`config.mk`:
```
export PLATFORM = sky130hd
export DESIGN_NAME = sreg_deser
export DESIGN_NICKNAME = d
export VERILOG_FILES = /design/src/rtl/sreg_deser.sv
export SDC_FILE = /design/constraint.sdc
export NUM_CORES = 1
export LEC_CHECK = 0
export ABC_AREA = 1
export CAP_MARGIN = 5
export CORE_MARGIN = 2
export CORE_UTILIZATION = 40
export CTS_BUF_LIST = sky130_fd_sc_hd__clkbuf_8
export DETAILED_ROUTE_END_ITERATION = 8
export DONT_BUFFER_PORTS = 1
export PLACE_DENSITY = 0.53
export SYNTH_ARGS = -nofsm -noshare
export SYNTH_HDL_FRONTEND = slang
export SYNTH_SLANG_ARGS = --single-unit
```
`constraint.sdc`:
```
create_clock -name clk -period 1.4 [get_ports clk]
set_clock_uncertainty 0.15 [all_clocks]
set_input_delay 0.28 -clock clk [delete_from_list [all_inputs] [get_ports clk]]
set_output_delay 0.28 -clock clk [all_outputs]
set_load 0.005 [all_outputs]
```
`src/rtl/sreg_deser.sv`:
```
//------------------------------------------------------------------------------
// Module      : sreg_deser
// Description : Serial-in / parallel-out deserializer. Bits arrive MSB first
//               on sin, one per cycle with sft=1. A completed word is moved
//               into a holding register (pout) and offered to a consumer with
//               a valid/ready handshake. If the holder is still full when a
//               new word completes, the new word is dropped and a sticky
//               overrun flag is raised.
// Build option: SREG_DESER_PARITY_EN
//               Defined   : frame is WIDTH data bits plus one even-parity bit.
//                           perr reports the parity check of the held word.
//               Undefined : frame is WIDTH data bits, perr is tied to 0.
// Ports       : clk      - system clock, rising edge
//               reset_n  - asynchronous active-low reset
//               sin      - serial data bit (sampled when sft=1)
//               sft      - bit strobe
//               clr      - synchronous resync: drops partial word, clears ovf
//               pout     - assembled word holding register
//               pvalid   - pout holds an unconsumed word
//               pready   - consumer accepts pout
//               busy     - partial word in progress
//               ovf      - sticky overrun flag
//               perr     - parity error of the word in pout
// Revision    : 1.0 - initial release
//------------------------------------------------------------------------------
`default_nettype none

module sreg_deser #(
  parameter int WIDTH = 16
) (
  input  logic             clk,
  input  logic             reset_n,
  input  logic             sin,
  input  logic             sft,
  input  logic             clr,
  output logic [WIDTH-1:0] pout,
  output logic             pvalid,
  input  logic             pready,
  output logic             busy,
  output logic             ovf,
  output logic             perr
);

`ifdef SREG_DESER_PARITY_EN
  localparam int FRAME_LEN = WIDTH + 1;
`else
  localparam int FRAME_LEN = WIDTH;
`endif
  // Counter only needs to reach FRAME_LEN-1; it wraps to 0 on completion.
  localparam int            CW       = $clog2(FRAME_LEN);
  localparam logic [CW-1:0] LAST_CNT = CW'(FRAME_LEN - 1);

  logic [WIDTH-1:0] sr_q,     sr_d;
  logic [CW-1:0]    cnt_q,    cnt_d;
  logic [WIDTH-1:0] pout_q,   pout_d;
  logic             pvalid_q, pvalid_d;
  logic             ovf_q,    ovf_d;

  logic             w_last;
  logic             w_done;
  logic [WIDTH-1:0] w_word;

  // Final frame bit arriving on this edge (clr suppresses completion).
  assign w_last = sft && (cnt_q == LAST_CNT);
  assign w_done = w_last && !clr;

`ifdef SREG_DESER_PARITY_EN
  logic perr_q, perr_d;

  // The final bit is the parity bit, so sr already holds every data bit.
  assign w_word = sr_q;
`else
  logic w_unused_sr_msb;

  // The final bit is the word's LSB; take it straight from sin so the word
  // is available on the completing edge. The old MSB falls off the end.
  assign w_word          = {sr_q[WIDTH-2:0], sin};
  assign w_unused_sr_msb = sr_q[WIDTH-1];
`endif

  always_comb begin
    sr_d     = sr_q;
    cnt_d    = cnt_q;
    pout_d   = pout_q;
    pvalid_d = pvalid_q;
    ovf_d    = ovf_q;
`ifdef SREG_DESER_PARITY_EN
    perr_d   = perr_q;
`endif

    // Shift register / bit counter. clr wins over sft.
    if (clr) begin
      sr_d  = '0;
      cnt_d = '0;
      ovf_d = 1'b0;
    end else if (sft) begin
      if (w_last) begin
        cnt_d = '0;
      end else begin
        cnt_d = cnt_q + CW'(1);
      end
`ifdef SREG_DESER_PARITY_EN
      // Parity bit is checked, never stored in sr.
      if (!w_last) begin
        sr_d = {sr_q[WIDTH-2:0], sin};
      end
`else
      sr_d = {sr_q[WIDTH-2:0], sin};
`endif
    end

    // Holding register handshake. A completion while the holder is free,
    // or being drained on this very edge, replaces its contents; otherwise
    // the new word is lost and the overrun is recorded.
    if (w_done) begin
      if (!pvalid_q || pready) begin
        pout_d   = w_word;
        pvalid_d = 1'b1;
`ifdef SREG_DESER_PARITY_EN
        perr_d   = (^sr_q) ^ sin;
`endif
      end else begin
        ovf_d = 1'b1;
      end
    end else if (pvalid_q && pready) begin
      pvalid_d = 1'b0;
    end
  end

  always_ff @(posedge clk or negedge reset_n) begin
    if (!reset_n) begin
      sr_q     <= '0;
      cnt_q    <= '0;
      pout_q   <= '0;
      pvalid_q <= 1'b0;
      ovf_q    <= 1'b0;
`ifdef SREG_DESER_PARITY_EN
      perr_q   <= 1'b0;
`endif
    end else begin
      sr_q     <= sr_d;
      cnt_q    <= cnt_d;
      pout_q   <= pout_d;
      pvalid_q <= pvalid_d;
      ovf_q    <= ovf_d;
`ifdef SREG_DESER_PARITY_EN
      perr_q   <= perr_d;
`endif
    end
  end

  assign pout   = pout_q;
  assign pvalid = pvalid_q;
  assign ovf    = ovf_q;
  assign busy   = (cnt_q != '0);
`ifdef SREG_DESER_PARITY_EN
  assign perr   = perr_q;
`else
  assign perr   = 1'b0;
`endif

endmodule

`default_nettype wire
```
Yosys cells after proc, flatten, opt, wreduce, memory -nomap -nowiden
Cells that the tools add are included.
{ "classes": {"addsub": 1, "eq_ne": 2, "muxes": 11, "reduce_logical": 11} }
{ "op_table": {"columns": ["op", "count"], "rows": [
  ["15-bit 2-to-1 mux", 2],
  ["4-bit 2-to-1 mux", 3],
  ["1-bit 2-to-1 mux", 6],
  ["4-bit by 1-bit adder with 4-bit output (second input constant)", 1],
  ["4-bit equality test (second input constant)", 1],
  ["2-bit AND reduction", 2],
  ["2-bit nonzero test", 2],
  ["4-bit nonzero test", 1],
  ["1-bit logical AND", 3],
  ["1-bit zero test", 2],
  ["2-bit by 1-bit != test with 1-bit output (second input constant)", 1],
  ["1-bit logical OR", 1]
]} }
{ "word_totals": {"reg_bits": 37, "inputBits": 6, "wordCells": 30} }

Longest topological paths before layout
{ "logic_depth": {"ltp_word": 5, "mapped_depth": 7} }

Worst setup path after synthesis
OpenSTA, ideal clock, no wires.
{ "synth_timing": {"kind": "register to register", "start": "register cnt_q[0]", "end": "register pout_q[10], in the netlist pout[10]", "arrival_time_ns": 1.207, "t_required_ns": 1.132, "path_slack_ns": -0.075, "stages_incl_launch_ff": 8, "n_path_buf": 1, "synth_period_minus_slack_ns": 1.475, "cell_sequence": "dfrtp_1 ha_1 nand2_2 nor2_8 nand3_4 buf_6 nand2_1 nand2_1"} }
{ "synth_via": {"elab_chain_cells": 4} }
{ "synth_rtl": {"columns": ["element", "line_no", "text"], "rows": [
  ["start, declared", "54", "logic [CW-1:0] cnt_q, cnt_d;"],
  ["start signal, assigned", "142", "cnt_q <= cnt_d;"],
  ["4-bit equality test", "64", "assign w_last = sft && (cnt_q == LAST_CNT);"],
  ["1-bit logical AND", "64", null],
  ["1-bit logical AND", "65", "assign w_done = w_last && !clr;"],
  ["2-bit AND reduction (no line)", null, null],
  ["end signal, assigned", "143", "pout_q <= pout_d;"],
  ["end, declared", "55", "logic [WIDTH-1:0] pout_q, pout_d;"]
]} }
Every way passes these cells.
A chain may end at the register's enable or synchronous reset.

Worst setup path after layout
{ "layout_timing": {"start": "register cnt_q[1]", "end": "output busy"} }
{ "layout_via": {"elab_chain_cells": 1} }
{ "layout_rtl": {"columns": ["element", "line_no", "text"], "rows": [
  ["4-bit nonzero test", "155", "assign busy = (cnt_q != '0);"],
  ["end, declared", "39", "output logic busy,"]
]} }
Every way passes these cells.

==> impl_metrics.yaml <==
power_and_ir_drop:
  finalPower_mw: 1.958
  power_switching_uw: 436.3
  power.leakage_nw: 0.9463
  seq_power_share_pct: 55.4
  ir_worst_vdd_uv: 469.4
  p_per_area_nw_per_um2: 1032
  combPwrFrac_pct: 7.5
  switching_share_pct: 22.29
  p_int_mw: 1.521
  clockPowerShare_pct: 37.1
sta:
  min_period_ns: 1.490
  post-route-period-util_pct: 106.4
  tightest_slew_ns: 0.5319
  hold_viol: 0
  rsz0062_at_grt: "yes"
  slew_headroom_pct: 64.45
  slew_viol_final: 0
  finalWorstSetupSlack_ns: -0.09012
  fmax_ghz: 0.6711
  setup_viol: 18
placed_design:
  gp_congestion: 0.7725
  hpwlAfterDp_mm: 2.175
  port_buffers: 0
  dp_slack_ns: 0.03930
  place_area_sq_um: 1654
  dp.cells: 210
worst_setup_path:
  criticalPathCategory: "register to primary output"
  cp-start-kind: "register"
  cp_slowest_cell: "dfrtp_1"
  path_cells: "buf_6 > inv_4 > ha_4 > nand3_2"
  ff2ff_setup_slack_ns: -0.03
  cp_data_required_time_ns: 0.97
  max_stage_delay_ns: 0.39
  critPathCaptureType: "primary output"
  critPathMaxFanout: 2
  crit_arrival_ns: 1.06
cells_and_area:
  fin_util_pct: 51.42
  layout-drive-gt1-share_pct: 22.35
  fin_cells: 227
  final_nets: 187
  fin_area_sq_um: 1897
  layout_commonest_cell: "dfrtp_1"
  n_antenna_cell: 0
  mostFrequentLayoutCells: "37 x dfrtp_1, 35 x nand2_1, 18 x inv_1, 17 x nand4_1, 13 x o22ai_1"
  areaGrowthSynthToFinish_pct: 21.86
floorplanning:
  rows: 22
  fp.coreArea_sq_um: 3689
  dieWidth_um: 66.38
  initial_core_util_pct: 42.20
  dieArea_sq_um: 4406
  die_h_um: 66.38
  io_pins: 26
global_routing:
  grt_util_all_layers_pct: 17.08
  grt_pass1_vias: 1193
  grt_max_degree: 38
  grt_pass1_wl_mm: 5.602
  grt_antenna_before_repair: 0
  grt_overflow: 0
clocking:
  cts_htree_levels: 2
  cts.sinks: 37
  numCtsBuffers: 5
  insertion_delay_ns: 0.29
  cts-root-buf: "clkbuf_8"
  cts_tree: "built"
  cts_buffer_depth: 2
  path_clk_slew_ns: 0.07
routing:
  wl_mm: 3.359
  wl_per_cell_um: 14.80
  drt_pass1_iterations: 4
  vias_per_cell: 5.198
  route.detailed.drc: 0
  ant_nets: 0
  drt_iter0_markers: 42
  vias: 1180
synthesis:
  syn_nets: 169
  yosysTopAreaCell: "dfrtp_1"
  synthTopCellsByArea: "dfrtp_1 59%, nand2_1 10%, nand4_1 6.8%"
  yosysWarnings: 0
  synth_area_per_cell_sq_um: 9.668
  yosysTopAreaCellShare_pct: 59.49
  yosys_register_bits: 37
  synthDistinctLibCells: 22
  netlist_instances: 161
  yosysSeqAreaShare_pct: 59.49
  syn-cell-area_sq_um: 1556
hold_path:
  hp-class: "primary input to register"
run_status:
  status: "finished with violations"
  violations: "negative setup slack"
job:
  maxCapViolations: 0
-- power groups by stage --
stage	Combinational, mW	Sequential [mW]	Clock (mW)
6_report	0.146	1.09	0.727
4_1_cts	0.135	1.08	0.752
2_1_floorplan	0.0489	1.11	0
3_5_place_dp	0.0747	1.11	0
3_3_place_gp	0.0716	1.11	0
5_1_grt	0.164	1.09	0.797
-- cell usage after synthesis --
| master | instances |
|---|---|
| nand3_1 | 6 |
| a21oi_1 | 2 |
| buf_1 | 1 |
| nand3_4 | 1 |
| o22ai_1 | 13 |
| conb_1 | 1 |
| buf_6 | 1 |
| buf_2 | 2 |
| o21bai_1 | 1 |
| nand2_1 | 42 |
| inv_1 | 19 |
| buf_4 | 2 |
| nand2_2 | 2 |
| o21ai_1 | 1 |
| o21ai_0 | 4 |
| clkbuf_1 | 2 |
| nand4_1 | 17 |
| nor2_1 | 2 |
| ha_1 | 2 |
| dfrtp_1 | 37 |
| nor2_8 | 1 |
| inv_2 | 2 |
-- metrics by stage --
stage,TNS [ns],hold WS (ns)
finish,-0.3999,0.02475
global route,-2.028,0.03125
CTS,-0.5799,0.01519
detailed placement,0,-0.1648
global placement,0,-0.1648
floorplan,-0.02791,-0.1656
-- cell families after synthesis --
logic type / Yosys count / share of synthesized area (%)
flops: 37 / 59.49
fa+ha+maj: 2 / 1.607
compound gates: 21 / 7.958
buf+inv: 29 / 8.119
other cells: 1 / 0.2409
simple gates: 71 / 22.59
-- final cells by class --
cell class / count / area [sq um]
fillers: 357 / 1792
flip-flops and latches: 37 / 925.9
inverters: 21 / 83.83
well taps: 48 / 60.06
repair buffers: 18 / 166.4
clock buffers: 6 / 82.58
clock inverters: 1 / 3.754
multi-input cells: 96 / 574.3
-- registers in the layout, summed over array words and instances, names as in the netlist --
| name | flops |
|---|---|
| cnt_q | 4 |
| ovf | 1 |
| pout | 16 |
| pvalid | 1 |
| sr_q | 15 |
-- final timing paths --
| path | start | end | depth (start not counted) |
|---|---|---|---|
| max | cnt_q[1]$_DFFE_PN0P_ | busy | 4 |
| min | sin | pout[0]$_DFFE_PN0P_ | 2 |
| max reg2reg | cnt_q[1]$_DFFE_PN0P_ | pout[5]$_DFFE_PN0P_ | 7 |
| min reg2reg | sr_q[14]$_DFFE_PN0P_ | sr_q[14]$_DFFE_PN0P_ | 2 |
| max in group asynchronous | reset_n | sr_q[7]$_DFFE_PN0P_ | 2 |
| min in group asynchronous | reset_n | sr_q[14]$_DFFE_PN0P_ | 2 |
-- what timing repair did --
action / in CTS / in global routing
hold buffers: 4 / 0
pin swaps: 2 / 1
setup endpoints to repair: 1 / 19
buffers inserted: 3 / 2
endpoints found under the hold margin: 39 / 0
resized for setup: 8 / 10
gates cloned: 0 / 1
-- worst max-delay path, delay by kind of cell (launching register included) --
kind	cells	cell delay (ns)
adder cells (fa/ha/maj)	1	0.12
buffers and inverters	2	0.18
flip-flops	1	0.39
AND/OR/NAND/NOR	1	0.08
-- per-layer routing --
layer,global-route usage [%],part of all wire [%]
met1,20.72,45
met2,27.25,48
met3,6.474,5.1
met4,6.888,1.6
met5,0,0
Note: power is estimated with default switching activity, not from simulation.
